**src/rtl/riscv_pkg.sv**
```systemverilog
// riscv_pkg: shared encodings for the RV32I multicycle control path.
//   - FSM state codes (also exported on the debug `state` port)
//   - major opcodes the control unit accepts
//   - ALU operation codes driven on `alu_ctrl`
//   - datapath mux select codes (address, PC source, write-back, ALU operands)
//   - ctrl_t: bundle of every datapath strobe/select produced per cycle
package riscv_pkg;

  // FSM states
  localparam logic [2:0] S_FETCH  = 3'd0;
  localparam logic [2:0] S_DECODE = 3'd1;
  localparam logic [2:0] S_EXEC   = 3'd2;
  localparam logic [2:0] S_MEM    = 3'd3;
  localparam logic [2:0] S_WB     = 3'd4;
  localparam logic [2:0] S_TRAP   = 3'd5;

  // Supported major opcodes
  localparam logic [6:0] OP_RTYPE  = 7'b0110011;
  localparam logic [6:0] OP_ITYPE  = 7'b0010011;
  localparam logic [6:0] OP_LOAD   = 7'b0000011;
  localparam logic [6:0] OP_STORE  = 7'b0100011;
  localparam logic [6:0] OP_BRANCH = 7'b1100011;
  localparam logic [6:0] OP_JAL    = 7'b1101111;

  // ALU operation codes
  localparam logic [3:0] ALU_ADD  = 4'd0;
  localparam logic [3:0] ALU_SUB  = 4'd1;
  localparam logic [3:0] ALU_AND  = 4'd2;
  localparam logic [3:0] ALU_OR   = 4'd3;
  localparam logic [3:0] ALU_XOR  = 4'd4;
  localparam logic [3:0] ALU_SLT  = 4'd5;
  localparam logic [3:0] ALU_SLTU = 4'd6;
  localparam logic [3:0] ALU_SLL  = 4'd7;
  localparam logic [3:0] ALU_SRL  = 4'd8;
  localparam logic [3:0] ALU_SRA  = 4'd9;

  // Memory address source
  localparam logic ADDR_PC  = 1'b0;
  localparam logic ADDR_ALU = 1'b1;

  // PC write source
  localparam logic PC_ALU    = 1'b0;
  localparam logic PC_TARGET = 1'b1;

  // Register-file write-back source
  localparam logic [1:0] WB_ALU = 2'b00;
  localparam logic [1:0] WB_MEM = 2'b01;
  localparam logic [1:0] WB_PC4 = 2'b10;

  // ALU operand A source
  localparam logic [1:0] A_PC    = 2'b00;
  localparam logic [1:0] A_OLDPC = 2'b01;
  localparam logic [1:0] A_RS1   = 2'b10;

  // ALU operand B source
  localparam logic [1:0] B_RS2  = 2'b00;
  localparam logic [1:0] B_IMM  = 2'b01;
  localparam logic [1:0] B_FOUR = 2'b10;

  typedef struct packed {
    logic       mem_req;
    logic       mem_we;
    logic       addr_sel;
    logic       ir_we;
    logic       pc_we;
    logic       pc_src;
    logic       reg_we;
    logic [1:0] wb_sel;
    logic [1:0] alu_a_sel;
    logic [1:0] alu_b_sel;
  } ctrl_t;

  // True for the opcodes that DECODE lets through to EXEC.
  function automatic logic op_supported(input logic [6:0] op);
    return (op == OP_RTYPE) || (op == OP_ITYPE) || (op == OP_LOAD) ||
           (op == OP_STORE) || (op == OP_BRANCH) || (op == OP_JAL);
  endfunction

endpackage

```
**src/rtl/control_alu.sv**
```systemverilog
// control_alu: combinational ALU operation decode.
//   opcode, funct3, funct7 : decoder fields of the latched instruction
//   alu_ctrl               : ALU operation code for R/I arithmetic, SUB for
//                            branches, ADD for everything else
//   bad_funct              : funct7 value not valid for this R/I instruction
module control_alu
  import riscv_pkg::*;
(
  input  logic [6:0] opcode,
  input  logic [2:0] funct3,
  input  logic [6:0] funct7,
  output logic [3:0] alu_ctrl,
  output logic       bad_funct
);

  logic is_r;
  logic is_i;
  logic f7_std;

  assign is_r   = (opcode == OP_RTYPE);
  assign is_i   = (opcode == OP_ITYPE);
  // The only two funct7 patterns that base RV32I ever uses.
  assign f7_std = (funct7 == 7'b0000000) || (funct7 == 7'b0100000);

  always_comb begin
    alu_ctrl  = ALU_ADD;
    bad_funct = 1'b0;
    if (is_r || is_i) begin
      case (funct3)
        // ADDI has no subtract form; funct7 there is immediate bits.
        3'b000: alu_ctrl = (is_r && funct7[5]) ? ALU_SUB : ALU_ADD;
        3'b001: alu_ctrl = ALU_SLL;
        3'b010: alu_ctrl = ALU_SLT;
        3'b011: alu_ctrl = ALU_SLTU;
        3'b100: alu_ctrl = ALU_XOR;
        3'b101: alu_ctrl = funct7[5] ? ALU_SRA : ALU_SRL;
        3'b110: alu_ctrl = ALU_OR;
        3'b111: alu_ctrl = ALU_AND;
      endcase
      if (is_r) begin
        bad_funct = !f7_std;
      end else if (funct3 == 3'b001) begin
        // Immediate shifts: funct7 is part of the encoding, not the immediate.
        bad_funct = (funct7 != 7'b0000000);
      end else if (funct3 == 3'b101) begin
        bad_funct = !f7_std;
      end
    end else if (opcode == OP_BRANCH) begin
      alu_ctrl = ALU_SUB;
    end
  end

endmodule

```
**src/rtl/control_multiciclo.sv**
```systemverilog
// control_multiciclo: multicycle control FSM for the RV32I core.
// Sequences FETCH -> DECODE -> EXEC -> [MEM] -> [WB] over a shared datapath
// and owns the memory request handshake.
//   clock, reset        : rising-edge clock, synchronous active-high reset
//   opcode/funct3/funct7: decoder fields of the latched IR
//   zero                : ALU result is zero (branch compare)
//   mem_ready           : memory finishes the current request this cycle
//   mem_req/mem_we      : memory request / request is a store
//   addr_sel            : memory address source (PC or ALU result register)
//   ir_we, pc_we, pc_src: IR/old-PC latch, PC write and its source
//   reg_we, wb_sel      : register-file write and its data source
//   alu_a_sel/alu_b_sel : ALU operand selects
//   alu_ctrl            : ALU operation
//   state               : current FSM state (debug)
//   illegal             : sticky, set when an unsupported instruction is seen
module control_multiciclo
  import riscv_pkg::*;
#(
  parameter int ALU_W = 4
) (
  input  logic             clock,
  input  logic             reset,
  input  logic [6:0]       opcode,
  input  logic [2:0]       funct3,
  input  logic [6:0]       funct7,
  input  logic             zero,
  input  logic             mem_ready,
  output logic             mem_req,
  output logic             mem_we,
  output logic             addr_sel,
  output logic             ir_we,
  output logic             pc_we,
  output logic             pc_src,
  output logic             reg_we,
  output logic [1:0]       wb_sel,
  output logic [1:0]       alu_a_sel,
  output logic [1:0]       alu_b_sel,
  output logic [ALU_W-1:0] alu_ctrl,
  output logic [2:0]       state,
  output logic             illegal
);

  logic [2:0] state_reg;
  logic [2:0] state_next;
  logic       illegal_reg;
  ctrl_t      ctrl_next;
  ctrl_t      ctrl_out;
  logic [3:0] alu_next;
  logic [3:0] fn_alu;
  logic       fn_bad;

  control_alu u_control_alu (
    .opcode    (opcode),
    .funct3    (funct3),
    .funct7    (funct7),
    .alu_ctrl  (fn_alu),
    .bad_funct (fn_bad)
  );

  always_comb begin
    state_next = state_reg;
    ctrl_next  = '0;
    alu_next   = ALU_ADD;
    case (state_reg)
      S_FETCH: begin
        // Request is held until memory answers; PC+4 is computed meanwhile
        // and committed together with the IR on the ready cycle.
        ctrl_next.mem_req   = 1'b1;
        ctrl_next.addr_sel  = ADDR_PC;
        ctrl_next.alu_a_sel = A_PC;
        ctrl_next.alu_b_sel = B_FOUR;
        if (mem_ready) begin
          ctrl_next.ir_we  = 1'b1;
          ctrl_next.pc_we  = 1'b1;
          ctrl_next.pc_src = PC_ALU;
          state_next       = S_DECODE;
        end
      end
      S_DECODE: begin
        // old-PC + imm: branch/JAL target, captured by the datapath.
        ctrl_next.alu_a_sel = A_OLDPC;
        ctrl_next.alu_b_sel = B_IMM;
        state_next = op_supported(opcode) ? S_EXEC : S_TRAP;
      end
      S_EXEC: begin
        case (opcode)
          OP_RTYPE, OP_ITYPE: begin
            ctrl_next.alu_a_sel = A_RS1;
            ctrl_next.alu_b_sel = (opcode == OP_RTYPE) ? B_RS2 : B_IMM;
            alu_next   = fn_alu;
            state_next = fn_bad ? S_TRAP : S_WB;
          end
          OP_LOAD, OP_STORE: begin
            ctrl_next.alu_a_sel = A_RS1;
            ctrl_next.alu_b_sel = B_IMM;
            state_next = S_MEM;
          end
          OP_BRANCH: begin
            ctrl_next.alu_a_sel = A_RS1;
            ctrl_next.alu_b_sel = B_RS2;
            alu_next = ALU_SUB;
            if (funct3 == 3'b000 || funct3 == 3'b001) begin
              // BEQ takes on zero, BNE on non-zero.
              ctrl_next.pc_we  = (funct3 == 3'b000) ? zero : !zero;
              ctrl_next.pc_src = PC_TARGET;
              state_next       = S_FETCH;
            end else begin
              state_next = S_TRAP;
            end
          end
          OP_JAL: begin
            ctrl_next.pc_we  = 1'b1;
            ctrl_next.pc_src = PC_TARGET;
            ctrl_next.reg_we = 1'b1;
            ctrl_next.wb_sel = WB_PC4;
            state_next       = S_FETCH;
          end
          default: state_next = S_TRAP;
        endcase
      end
      S_MEM: begin
        ctrl_next.mem_req  = 1'b1;
        ctrl_next.addr_sel = ADDR_ALU;
        ctrl_next.mem_we   = (opcode == OP_STORE);
        if (mem_ready) begin
          state_next = (opcode == OP_STORE) ? S_FETCH : S_WB;
        end
      end
      S_WB: begin
        ctrl_next.reg_we = 1'b1;
        ctrl_next.wb_sel = (opcode == OP_LOAD) ? WB_MEM : WB_ALU;
        state_next       = S_FETCH;
      end
      S_TRAP: begin
        alu_next   = ALU_ADD;
        state_next = S_TRAP;
      end
      default: state_next = S_FETCH;
    endcase
  end

  // Reset silences every strobe immediately so a stalled request or a
  // half-executed instruction cannot commit anything in the reset cycle.
  always_comb begin
    ctrl_out = ctrl_next;
    if (reset) begin
      ctrl_out = '0;
    end
  end

  always_ff @(posedge clock) begin
    if (reset) begin
      state_reg   <= S_FETCH;
      illegal_reg <= 1'b0;
    end else begin
      state_reg <= state_next;
      if (state_next == S_TRAP) begin
        illegal_reg <= 1'b1;
      end
    end
  end

  assign mem_req   = ctrl_out.mem_req;
  assign mem_we    = ctrl_out.mem_we;
  assign addr_sel  = ctrl_out.addr_sel;
  assign ir_we     = ctrl_out.ir_we;
  assign pc_we     = ctrl_out.pc_we;
  assign pc_src    = ctrl_out.pc_src;
  assign reg_we    = ctrl_out.reg_we;
  assign wb_sel    = ctrl_out.wb_sel;
  assign alu_a_sel = ctrl_out.alu_a_sel;
  assign alu_b_sel = ctrl_out.alu_b_sel;
  assign alu_ctrl  = reset ? '0 : ALU_W'(alu_next);
  assign state     = state_reg;
  assign illegal   = illegal_reg;

endmodule

```
**config.mk**
```make
export PLATFORM = sky130hd
export DESIGN_NAME = control_multiciclo
export DESIGN_NICKNAME = d
export VERILOG_FILES = /design/src/rtl/riscv_pkg.sv /design/src/rtl/control_alu.sv /design/src/rtl/control_multiciclo.sv
export SDC_FILE = /design/constraint.sdc
export NUM_CORES = 1
export LEC_CHECK = 0
export CAP_MARGIN = 20
export CORE_MARGIN = 2
export CORE_UTILIZATION = 38
export DETAILED_ROUTE_END_ITERATION = 8
export PLACE_DENSITY_LB_ADDON = 0.25
export RECOVER_POWER = 50
export SLEW_MARGIN = 20
export SYNTH_ARGS = -nofsm -noshare
export SYNTH_HDL_FRONTEND = slang
export SYNTH_SLANG_ARGS = --single-unit
export TNS_END_PERCENT = 10
```
**constraint.sdc**
```tcl
create_clock -name clock -period 1.8 [get_ports clock]
set_input_delay 0.27 -clock clock [delete_from_list [all_inputs] [get_ports clock]]
set_output_delay 0.27 -clock clock [all_outputs]
set_load 0.03 [all_outputs]
```
=== After elaboration in Yosys (flattened, before gate mapping) ===
Cells that the tools add are included.

* Register bits: 4
* Bits in latches: 0
* Memory bits (writable): 0
* ROM bits: 0
* Output and inout bits: 21
* Logic and storage cells: 74
* Memories: 0

* Add/subtract/negate cells: 0
* Multipliers: 0
* Div/mod/pow operators: 0
* $lt $le $gt $ge: 0
* Eq/ne operators: 20
* Shift-type cells: 0
* Multiplexer cells: 35
* Bitwise logic cells: 0
* Reductions and logical operators: 17

{| class="wikitable"
|+ Operators by type and width
! kind !! number
|-
| $pmux 4 s8 || 1
|-
| $pmux 4 s3 || 2
|-
| $eq 3x3->1 const B || 7
|-
| $eq 7x6->1 const B || 3
|-
| $mux 3 || 7
|-
| $pmux 3 s5 || 1
|-
| $eq 7x7->1 const B || 2
|-
| $mux 1 || 14
|-
| $mux 13 || 1
|-
| $eq 3x2->1 const B || 4
|-
| $mux 4 || 3
|-
| $pmux 3 s4 || 1
|-
| $pmux 2 s2 || 2
|-
| $pmux 4 s2 || 1
|-
| $eq 7x2->1 const B || 1
|-
| $eq 7x5->1 const B || 1
|-
| $logic_not 7->1 || 1
|-
| $logic_or 1x1->1 || 7
|-
| $reduce_bool 7->1 || 1
|-
| $eq 3x1->1 const B || 2
|-
| $logic_not 3->1 || 2
|-
| $pmux 3 s2 || 1
|-
| $reduce_or 2->1 || 3
|-
| $logic_not 1->1 || 2
|-
| other kinds (2) || 2
|}

=== Depth between registers and ports, before layout ===
Gate-level depths: netlist of the first run.

* Depth after elaboration: 11
* Mapped depth: 6

=== Modules after synthesis ===
From an unflattened synthesis of the first run, not the netlist that was laid out.

* Cells, all modules: 103
* Area total of the unflattened synthesis: 693.2 sq um

{| class="wikitable"
|+ Modules (own cells, without submodules)
! module !! instances !! cells an instance !! area an instance (sq um) !! seq. area each (sq um)
|-
| control_multiciclo || 1 || 77 || 545.5 || 80.1
|-
| control_alu || 1 || 26 || 147.6 || 0.0
|}

=== Worst setup path before layout of the first run ===
Ideal clock, no wire load.

* Path kind: reg-to-output
* Start: register state_reg[2] (netlist: state[2])
* End: output ir_we
* Arrival: 2.163 ns
* Slack: -0.633 ns
* Stages on the path, launching flop included: 4
* Path through: dfxtp_1 -> buf_6 -> nor4_1 -> and2_1

* Longest elaborated chain between the ends: 3

{| class="wikitable"
|+ RTL lines
! item !! RTL line !! RTL
|-
| start, declared || control_multiciclo.sv:43 || <nowiki>logic [2:0] state_reg;</nowiki>
|-
| start signal, assigned || control_multiciclo.sv:156 || <nowiki>state_reg <= state_next;</nowiki>
|-
| $logic_not 3->1 || control_multiciclo.sv:64 || <nowiki>case (state_reg)</nowiki>
|-
| $mux 1 || control_multiciclo.sv:64 ||
|-
| $mux 13 || control_multiciclo.sv:146 || <nowiki>if (reset) begin</nowiki>
|-
| end, declared || control_multiciclo.sv:31 || <nowiki>output logic ir_we,</nowiki>
|}

Every way passes these cells.

=== Worst setup path in the final report of the first run ===
* Start: register state_reg[2] (netlist: state[2])
* End: output alu_b_sel[0]

* Longest elaborated chain between the ends: 3
* Elaborated cells on any way between the ends: 5

{| class="wikitable"
|+ RTL lines
! item !! RTL line !! RTL
|-
| $eq 3x2->1 (tied with other cells) || control_multiciclo.sv:64 ||
|-
| $pmux 4 s3 * || control_multiciclo.sv:64 ||
|-
| $mux 13 * || control_multiciclo.sv:146 ||
|-
| end, declared || control_multiciclo.sv:37 || <nowiki>output logic [1:0] alu_b_sel,</nowiki>
|}

Mark *: on every way between the ends. The rest lies on a longest branch, timed or not.

==> results.yml, run 1 <==
floorplan:
  start_util_pct: 41.6
  rows: 15
  pin_count: 42
  die_h_um: 47.9
  die_w_um: 47.9
  die-area_mm2: 0.00230
  coreArea_mm2: 0.00176
pwr:
  pwr-share-clk_pct: 21.7
  peakVddDrop_mv: 0.210
  cellPowerDensity_mw_per_mm2: 384
  combPwrFrac_pct: 59.5
  p_sw_share_pct: 38.7
  internal_power_uw: 346
  p_leak_nw: 0.661
  total_power_uw: 565
  power_switching_uw: 219
  p_seq_share_pct: 18.7
final_layout:
  finalNetCount: 200
  largest_reg_flops: 3
  fill_cells: 120
  layout_common_cells: "buf_4 (40), nor2_1 (14), clkdlybuf4s50_1 (11), buf_6 (9), nand2_1 (7)"
  final_common_cell: "buf_4"
  syn_to_final_growth_pct: 101
  drive_above_1_share_pct: 50.3
  antenna_cells: 0
grt:
  grtUsageTotal_pct: 22.8
  grt_start_max_net_pins: 14
  antenna_found_initial: 0
  grt_overflow: 0
  grt_pass1_vias: 943
  grt_pass1_wl_um: 3820
yosys:
  synthDistinctLibCells: 45
  postSynthAreaPerCell_um2: 7.05
  synthesis.area_um2: 733
  synthesis.nets: 125
  synth-seq-cells: 4
  synth-seq-area-share_pct: 10.9
  yosysWarnings: 0
  synth_cells: 104
worst_setup_path:
  path_class: "reg -> out"
  cp_max_fo: 6
  slowest_stage: "dfxtp_2"
  critPathArrivalTime_ps: 1560
  path_cells: "buf_6, nand2b_4, nor3_2, buf_4, nand2_1, o21bai_1, buf_4"
  worst_setup_path_end_kind: "primary output"
  worst_path_most_repeated_cell: "buf_4"
  cp-start-kind: "flip-flop"
  worst_ep_required_time_ps: 1530
  max_stage_delay_ps: 330
clocking:
  cts_buffer_depth: 2
  cts_tree: "done"
  insertion_delay_ps: 250
  clockRootBuffer: "clkbuf_4"
  clock_sinks: 4
  path_clk_slew_ps: 40
  htree_levels: 1
  cts_buffers: 3
  cts_hold_repair.buffers: 0
outcome:
  violations: "setup timing"
  outcome: "complete, but fails checks"
drt:
  wl_per_cell_um: 14.9
  vias: 1152
  routed_via_density: 5.70
  postRouteAntennaNets: 0
  drc: 0
  wirelength_um: 3000
  first_pass_iters: 4
  drt_iter0_drc: 46
place:
  hpwl_um: 2020
  gp_congestion: 0.843
  portBuffers: 41
sta:
  slew_headroom_pct: 73.4
  final_hold_viol_count: 0
  fin_crit_sh_pct: 102
  tns_ps: -28.1
  fin_skew_ps: 3.88
  layout_setup_ws_ps: -28.1
  finalCriticalPeriod_ps: 1830
  finalMaxSlewViolations: 0
  worstMarginPinSlew_ps: 399
  setup_viol: 1
  max_freq_mhz: 547
  rsz0062_at_grt: "true"
worst_hold_path:
  hold_class: "reg -> reg"
run:
  cap_viol_max_count: 0
[cells in the mapped netlist (all sizes together)]
cell type,count,share of area [%]
nor3,6,5.6
or2,2,2.0
xnor2,1,1.2
and2,4,3.8
a21oi,5,3.4
o22ai,1,1.7
dfxtp,4,11
o21bai,1,1.0
nor2,15,7.7
nand3,1,0.68
a211oi,1,1.0
buf,4,4.3
a2111oi,1,2.0
nor4b,1,1.2
o311a,1,1.4
mux2i,1,1.4
nand4b,1,1.2
nand2b,5,4.3
and4bb,2,3.4
a41oi,1,1.2
and3,4,3.8
o211ai,1,1.0
a221o,2,2.9
nand3b,2,2.0
inv,6,3.1
a221oi,1,1.2
nor3b,5,7.3
nor2b,1,0.85
xor2,1,1.2
clkbuf,1,1.9
o21ai,8,5.5
and2b,1,1.2
nor4,2,1.7
nand2,8,4.1
a31oi,2,1.7
and3b,1,1.2
[what timing repair did]
item	in CTS	in global routing
gates resized for setup	28	28
pin swaps	6	14
endpoints found under the hold margin	0	0
gates cloned	0	1
setup buffers	0	6
endpoints found under the setup margin	15	12
[per-layer routing]
layer / wire, um / global-route usage, % / part of all wire (%) / vias to the layer above
li1: - / - / - / 530
met1: 1090 / 27.2 / 36 / 542
met2: 1580 / 44.3 / 53 / 61
met3: 208 / 1.13 / 6.9 / 19
met4: 121 / 4.32 / 4.0 / 0
met5: 0 / 0 / 0 / -
[power by group through the flow]
stage / clock (mW) / combinational [mW] / sequential [mW]
CTS: 0.120 / 0.291 / 0.103
finish: 0.123 / 0.337 / 0.106
global placement: 0 / 0.281 / 0.104
floorplan: 0 / 0.127 / 0.124
detailed placement: 0 / 0.287 / 0.105
global route: 0.123 / 0.356 / 0.106
[kinds of logic after synthesis]
| logic type | Yosys count | synth area share [%] |
|---|---|---|
| buffers and inverters | 11 | 9.21 |
| AOI/OAI and AO/OA | 25 | 24.1 |
| muxes | 1 | 1.37 |
| xor gates and xnor gates | 2 | 2.39 |
| DFF | 4 | 10.9 |
| and+or+nand+nor | 61 | 52.0 |
[per-stage QoR]
step                util (%)  instance area, um2  hold WS, ps  cells  setup WS, ps
floorplan                  -                 744          501    104          -238
global placement        73.9                1300          482    192          -289
detailed placement      73.9                1300          490    192          -322
CTS                     76.9                1360          500    195         -5.63
global route            83.3                1470          517    202         -63.1
finish                  83.3                1470          511    202         -28.1
[final timing paths]
check,startpoint,end,slack (ps),cells after the start
worst max-delay path,state[2],alu_b_sel[0],-30,7
worst max register to register,state[0],illegal,70,8
worst min-delay path,illegal,illegal,510,2
worst min register to register,illegal,illegal,510,2
[worst max-delay path: cells and delay by family, from the launching register on]
kind / cells / cell delay [ps]
buffers and inverters: 3 / 460
AND/OR/NAND/NOR: 3 / 360
flip-flops: 1 / 330
AO/OA/AOI/OAI: 1 / 150
[layout make-up]
| cell class | instances | area [um2] | area share, % |
|---|---|---|---|
| Multi-Input combinational cell | 89 | 653 | 44.4 |
| Timing Repair Buffer | 75 | 657 | 44.7 |
| Clock buffer | 3 | 22.5 | 1.53 |
| Tap cell | 25 | 31.3 | 2.13 |
| Inverter | 6 | 22.5 | 1.53 |
| Sequential cell | 4 | 83.8 | 5.70 |
(Power assumes the default switching activity.)
==> run 2, diff against run 1 <==
Settings changed: MAX_ROUTING_LAYER from default to met4.
==> run 2 against run 1 <==
Net effect:
- the run still ends with setup timing left
- critical endpoint unchanged
- sequential power hardly changed
- die area stayed put
- clock skew is 2.4 ps lower
- worst hold slack worse by 9.5 ps
- utilization stayed put
- power is 0.78% lower
- routed wire length is 1.4% lower
- worst setup slack better by 10 ps
- fmax is 0.55% higher
==> results.yml, run 2 (same netlist as run 1, synthesis figures left out) <==
floorplan:
  die-area_mm2: 0.00230
  coreArea_mm2: 0.00176
  start_util_pct: 41.6
  rows: 15
  die_h_um: 47.9
  die_w_um: 47.9
  pin_count: 42
pwr:
  p_leak_nw: 0.661
  cellPowerDensity_mw_per_mm2: 381
  peakVddDrop_mv: 0.207
drt:
  drt_iter0_drc: 32
  drc: 0
  postRouteAntennaNets: 0
  wl_per_cell_um: 14.6
  vias: 1125
  wirelength_um: 2960
  routed_via_density: 5.57
  first_pass_iters: 4
final_layout:
  final_cells: 202
  layout_common_cells: "buf_4 (40), nor2_1 (14), clkdlybuf4s50_1 (11), buf_6 (9), nand2_1 (7)"
  final_common_cell: "buf_4"
  drive_above_1_share_pct: 50.3
  final_area_mm2: 0.00147
  finalNetCount: 200
  largest_reg_flops: 3
  antenna_cells: 0
  syn_to_final_growth_pct: 101
outcome:
  violations: "setup timing"
  outcome: "complete, but fails checks"
clocking:
  cts_buffer_depth: 2
  clock_sinks: 4
  htree_levels: 1
  cts_buffers: 3
  clockRootBuffer: "clkbuf_4"
  cts_tree: "done"
  path_clk_slew_ps: 40
  insertion_delay_ps: 250
place:
  gp_congestion: 0.857
  dp.cells: 192
  hpwl_um: 2020
  pre_cts_slack_ps: -322
  portBuffers: 41
  post_dp_cell_area_mm2: 0.00130
worst_setup_path:
  reg2reg_slack_ps: 70
  worst_ep_required_time_ps: 1530
  cp-start-kind: "flip-flop"
  worst_path_most_repeated_cell: "buf_4"
  cp_max_fo: 6
  r2r-start: "state[0]"
  critPathArrivalTime_ps: 1550
  cp-startpoint: "state[2]"
  slowest_stage: "dfxtp_2"
  path_cells: "buf_6, nand2b_4, nor3_2, buf_4, nand2_1, o21bai_1, buf_4"
  path_class: "reg -> out"
  worst_setup_path_end_kind: "primary output"
  max_stage_delay_ps: 330
worst_hold_path:
  hold_class: "reg -> reg"
  hp-start: "illegal"
run:
  cap_viol_max_count: 0
sta:
  rsz0062_at_grt: "true"
  worstMarginPinSlew_ps: 382
  layout_setup_ws_ps: -18.1
  setup_viol: 1
  slew_headroom_pct: 74.5
  max_freq_mhz: 550
  fin_skew_ps: 1.48
  finalMaxSlewViolations: 0
  fin_crit_sh_pct: 101
  finalCriticalPeriod_ps: 1820
  final_hold_viol_count: 0
grt:
  grt_overflow: 0
  grt_pass1_wl_um: 3820
  grtUsageTotal_pct: 23.5
  antenna_found_initial: 0
  grt_pass1_vias: 943
  grt_start_max_net_pins: 14
==> run 2: cell counts in the layout (fill, tap and decap cells not counted) <==
No cell type changed its count.
==> run 2: final timing paths <==
kind | to | cells past startpoint
worst min-delay path | illegal | 2
worst max-delay path | alu_b_sel[0] | 7
worst max register to register | illegal | 8
worst min register to register | illegal | 2
==> run 2: repair_timing <==
| action | 4_1_cts | 5_1_grt |
|---|---|---|
| hold endpoints to repair | 0 | 0 |
| gates resized for setup | 28 | 28 |
| setup endpoints to repair | 15 | 12 |
| setup buffers | 0 | 6 |
| cloned | 0 | 1 |
| pin swaps | 6 | 14 |
| hold buffers | 0 | 0 |
==> run 2: where the power goes <==
part	total, mW	internal [mW]	switching (mW)	leakage [nW]
logic	0.335	0.172	0.163	0.613
registers	0.106	0.0984	0.00747	0.0340
clock network	0.120	0.0751	0.0444	0.0138
==> run 2: layout make-up <==
type | instances | area, um2
tap | 25 | 31.3
timing repair buffer | 75 | 657
inverter | 6 | 22.5
fill | 120 | 294
sequential | 4 | 83.8
multi-input combinational | 89 | 653
clock buffer | 3 | 22.5
==> run 2: metrics by stage <==
step | setup TNS [ps] | hold WS [ps] | util, % | power [mW]
2_1_floorplan | -657 | 501 | - | 0.250
3_3_place_gp | -3030 | 482 | 73.9 | 0.385
3_5_place_dp | -3410 | 490 | 73.9 | 0.392
4_1_cts | -5.63 | 500 | 76.9 | 0.514
5_1_grt | -249 | 517 | 83.3 | 0.585
6_report | -18.1 | 502 | 83.3 | 0.561
==> run 2: per-layer routing <==
metal,vias up,share of wire (%),global-route usage (%)
met1,531,35,27.2
met2,56,54,44.3
li1,529,-,-
met5,-,0,-
met4,0,2.4,4.32
met3,9,7.8,1.13
==> run 2: worst max-delay path: cells and delay by family (launching register included) <==
kind / cells / cell delay, ps
flip-flops: 1 / 330
AND/OR/NAND/NOR: 3 / 360
buffers and inverters: 3 / 460
AO/OA/AOI/OAI: 1 / 150
==> run 3, diff against run 2 <==
Settings changed: CORE_UTILIZATION 38 to 34.
Clock period 1.8 ns to 1.6 ns, I/O delays scaled along.
==> run 3 against run 2 <==
Net effect:
- the flow still finishes with violations (setup timing)
- cell count decreased by 0.99%
- combinational power is 2% higher
- worst setup slack worse by 89 ps
- non-clock buffer count is 4 lower
- register-to-register slack better by 20 ps
- sequential share of layout area rose by 0.63 points
- sequential cell count is the same
- design area down 2.0%
- largest cell class is now multi-input combinational cells
==> results.yml, run 3 (same netlist as run 1, synthesis figures left out) <==
floorplan:
  die_h_um: 50.4
  coreArea_mm2: 0.00200
  die_w_um: 50.4
  die-area_mm2: 0.00254
  start_util_pct: 36.6
  rows: 16
  pin_count: 42
pwr:
  combPwrFrac_pct: 57.5
  p_seq_share_pct: 20.9
  total_power_uw: 594
  pwr-share-clk_pct: 21.6
  cellPowerDensity_mw_per_mm2: 412
  power_switching_uw: 229
  peakVddDrop_mv: 0.274
  internal_power_uw: 365
  p_leak_nw: 0.659
  p_sw_share_pct: 38.6
sta:
  worstMarginPinSlew_ps: 364
  tns_ps: -205
  finalHoldWorstSlack_ps: 516
  rsz0062_at_grt: "true"
  final_hold_viol_count: 0
  finalMaxSlewViolations: 0
  fin_crit_sh_pct: 107
  fin_skew_ps: 2.03
  setup_viol: 7
  max_freq_mhz: 586
  layout_setup_ws_ps: -107
  slew_headroom_pct: 75.8
  finalCriticalPeriod_ps: 1710
outcome:
  violations: "setup timing"
  outcome: "complete, but fails checks"
final_layout:
  final_common_cell: "buf_4"
  drive_above_1_share_pct: 54.3
  antenna_cells: 0
  largest_reg_flops: 3
  syn_to_final_growth_pct: 96.6
  layout_common_cells: "buf_4 (42), nor2_1 (14), clkdlybuf4s50_1 (9), buf_6 (8)"
  finalNetCount: 196
  final_area_mm2: 0.00144
place:
  post_dp_cell_area_mm2: 0.00133
  pre_cts_slack_ps: -462
  hpwl_um: 2090
  gp_congestion: 0.873
  portBuffers: 41
worst_setup_path:
  path_cells: "buf_6, and4bb_2, and3_4, nand2_4, o211ai_1, and4bb_2, buf_6"
  slowest_stage: "and4bb_2"
  max_stage_delay_ps: 310
  cp_max_fo: 3
  timing.rr.end: "illegal"
  r2r-start: "state[2]"
  critPathArrivalTime_ps: 1470
  reg2reg_slack_ps: 90
  reg2reg_depth: 6
  worst_setup_path_end_kind: "primary output"
  path_class: "in -> out"
  worst_ep_required_time_ps: 1360
  cp-startpoint: "opcode[2]"
  cp-start-kind: "input pin"
grt:
  grt_overflow: 0
  grt_pass1_wl_um: 4380
  grtUsageTotal_pct: 22.4
  grt_pass1_vias: 1048
  grt_start_max_net_pins: 10
  antenna_found_initial: 0
drt:
  wirelength_um: 2720
  postRouteAntennaNets: 0
  vias: 1053
  drt_iter0_drc: 25
  routed_via_density: 5.27
  wl_per_cell_um: 13.6
  drc: 0
  first_pass_iters: 4
clocking:
  htree_levels: 1
  clockRootBuffer: "clkbuf_4"
  cts_buffer_depth: 2
  insertion_delay_ps: 230
  path_clk_slew_ps: 40
  cts_buffers: 3
  cts_tree: "done"
  clock_sinks: 4
worst_hold_path:
  hold_class: "reg -> reg"
  hold_end: "illegal"
  hold_depth: 2
  hp-start: "illegal"
run:
  cap_viol_max_count: 0
## run 3: changes by cell type in the layout (fill, tap and decap cells not counted), moves of 3 or more
cell,before,now
clkbuf_2,5,1
dfxtp_2,3,0
buf_2,0,4
dfxtp_4,0,3
## run 3: power groups by stage
stage	Sequential (mW)	Clock [mW]	Combinational, mW
3_5_place_dp	0.127	0	0.321
4_1_cts	0.123	0.133	0.335
5_1_grt	0.126	0.137	0.365
3_3_place_gp	0.127	0	0.315
6_report	0.124	0.128	0.341
2_1_floorplan	0.139	0	0.148
## run 3: layout make-up
cell class / count / area, um2
clock buffer: 3 / 22.5
fill: 160 / 561
inverter: 6 / 22.5
multi-input combinational: 89 / 688
sequential: 4 / 91.3
tap: 27 / 33.8
timing repair buffer: 71 / 583
## run 3: worst max path at each step
stage	end	slack, ps	depth (start not counted)
3_3_place_gp	pc_we	-430	7
2_1_floorplan	ir_we	-180	3
3_5_place_dp	pc_we	-460	7
5_1_grt	pc_we	-150	7
4_1_cts	alu_b_sel[0]	-100	6
6_report	pc_we	-110	7
## run 3: repair_timing
action	in CTS	in global routing
setup buffers	1	0
hold buffers	0	0
setup endpoints to repair	20	17
resized for setup	52	13
pin swaps	14	7
## run 3: layer usage
metal	track usage, %	part of all wire, %
met1	24.9	41
met2	42.3	54
met3	1.49	4.3
met4	7.21	1.2
met5	-	0
## run 3: per-stage QoR
stage,util [%],std cells
finish,72.0,200
global route,72.0,200
CTS,70.8,200
detailed placement,66.4,196
global placement,66.4,196
floorplan,-,104
## run 3: critical path: cells and delay by family
family	cells	cell delay, ps
compound gates	1	170
buf+inv	2	220
simple gates	4	840
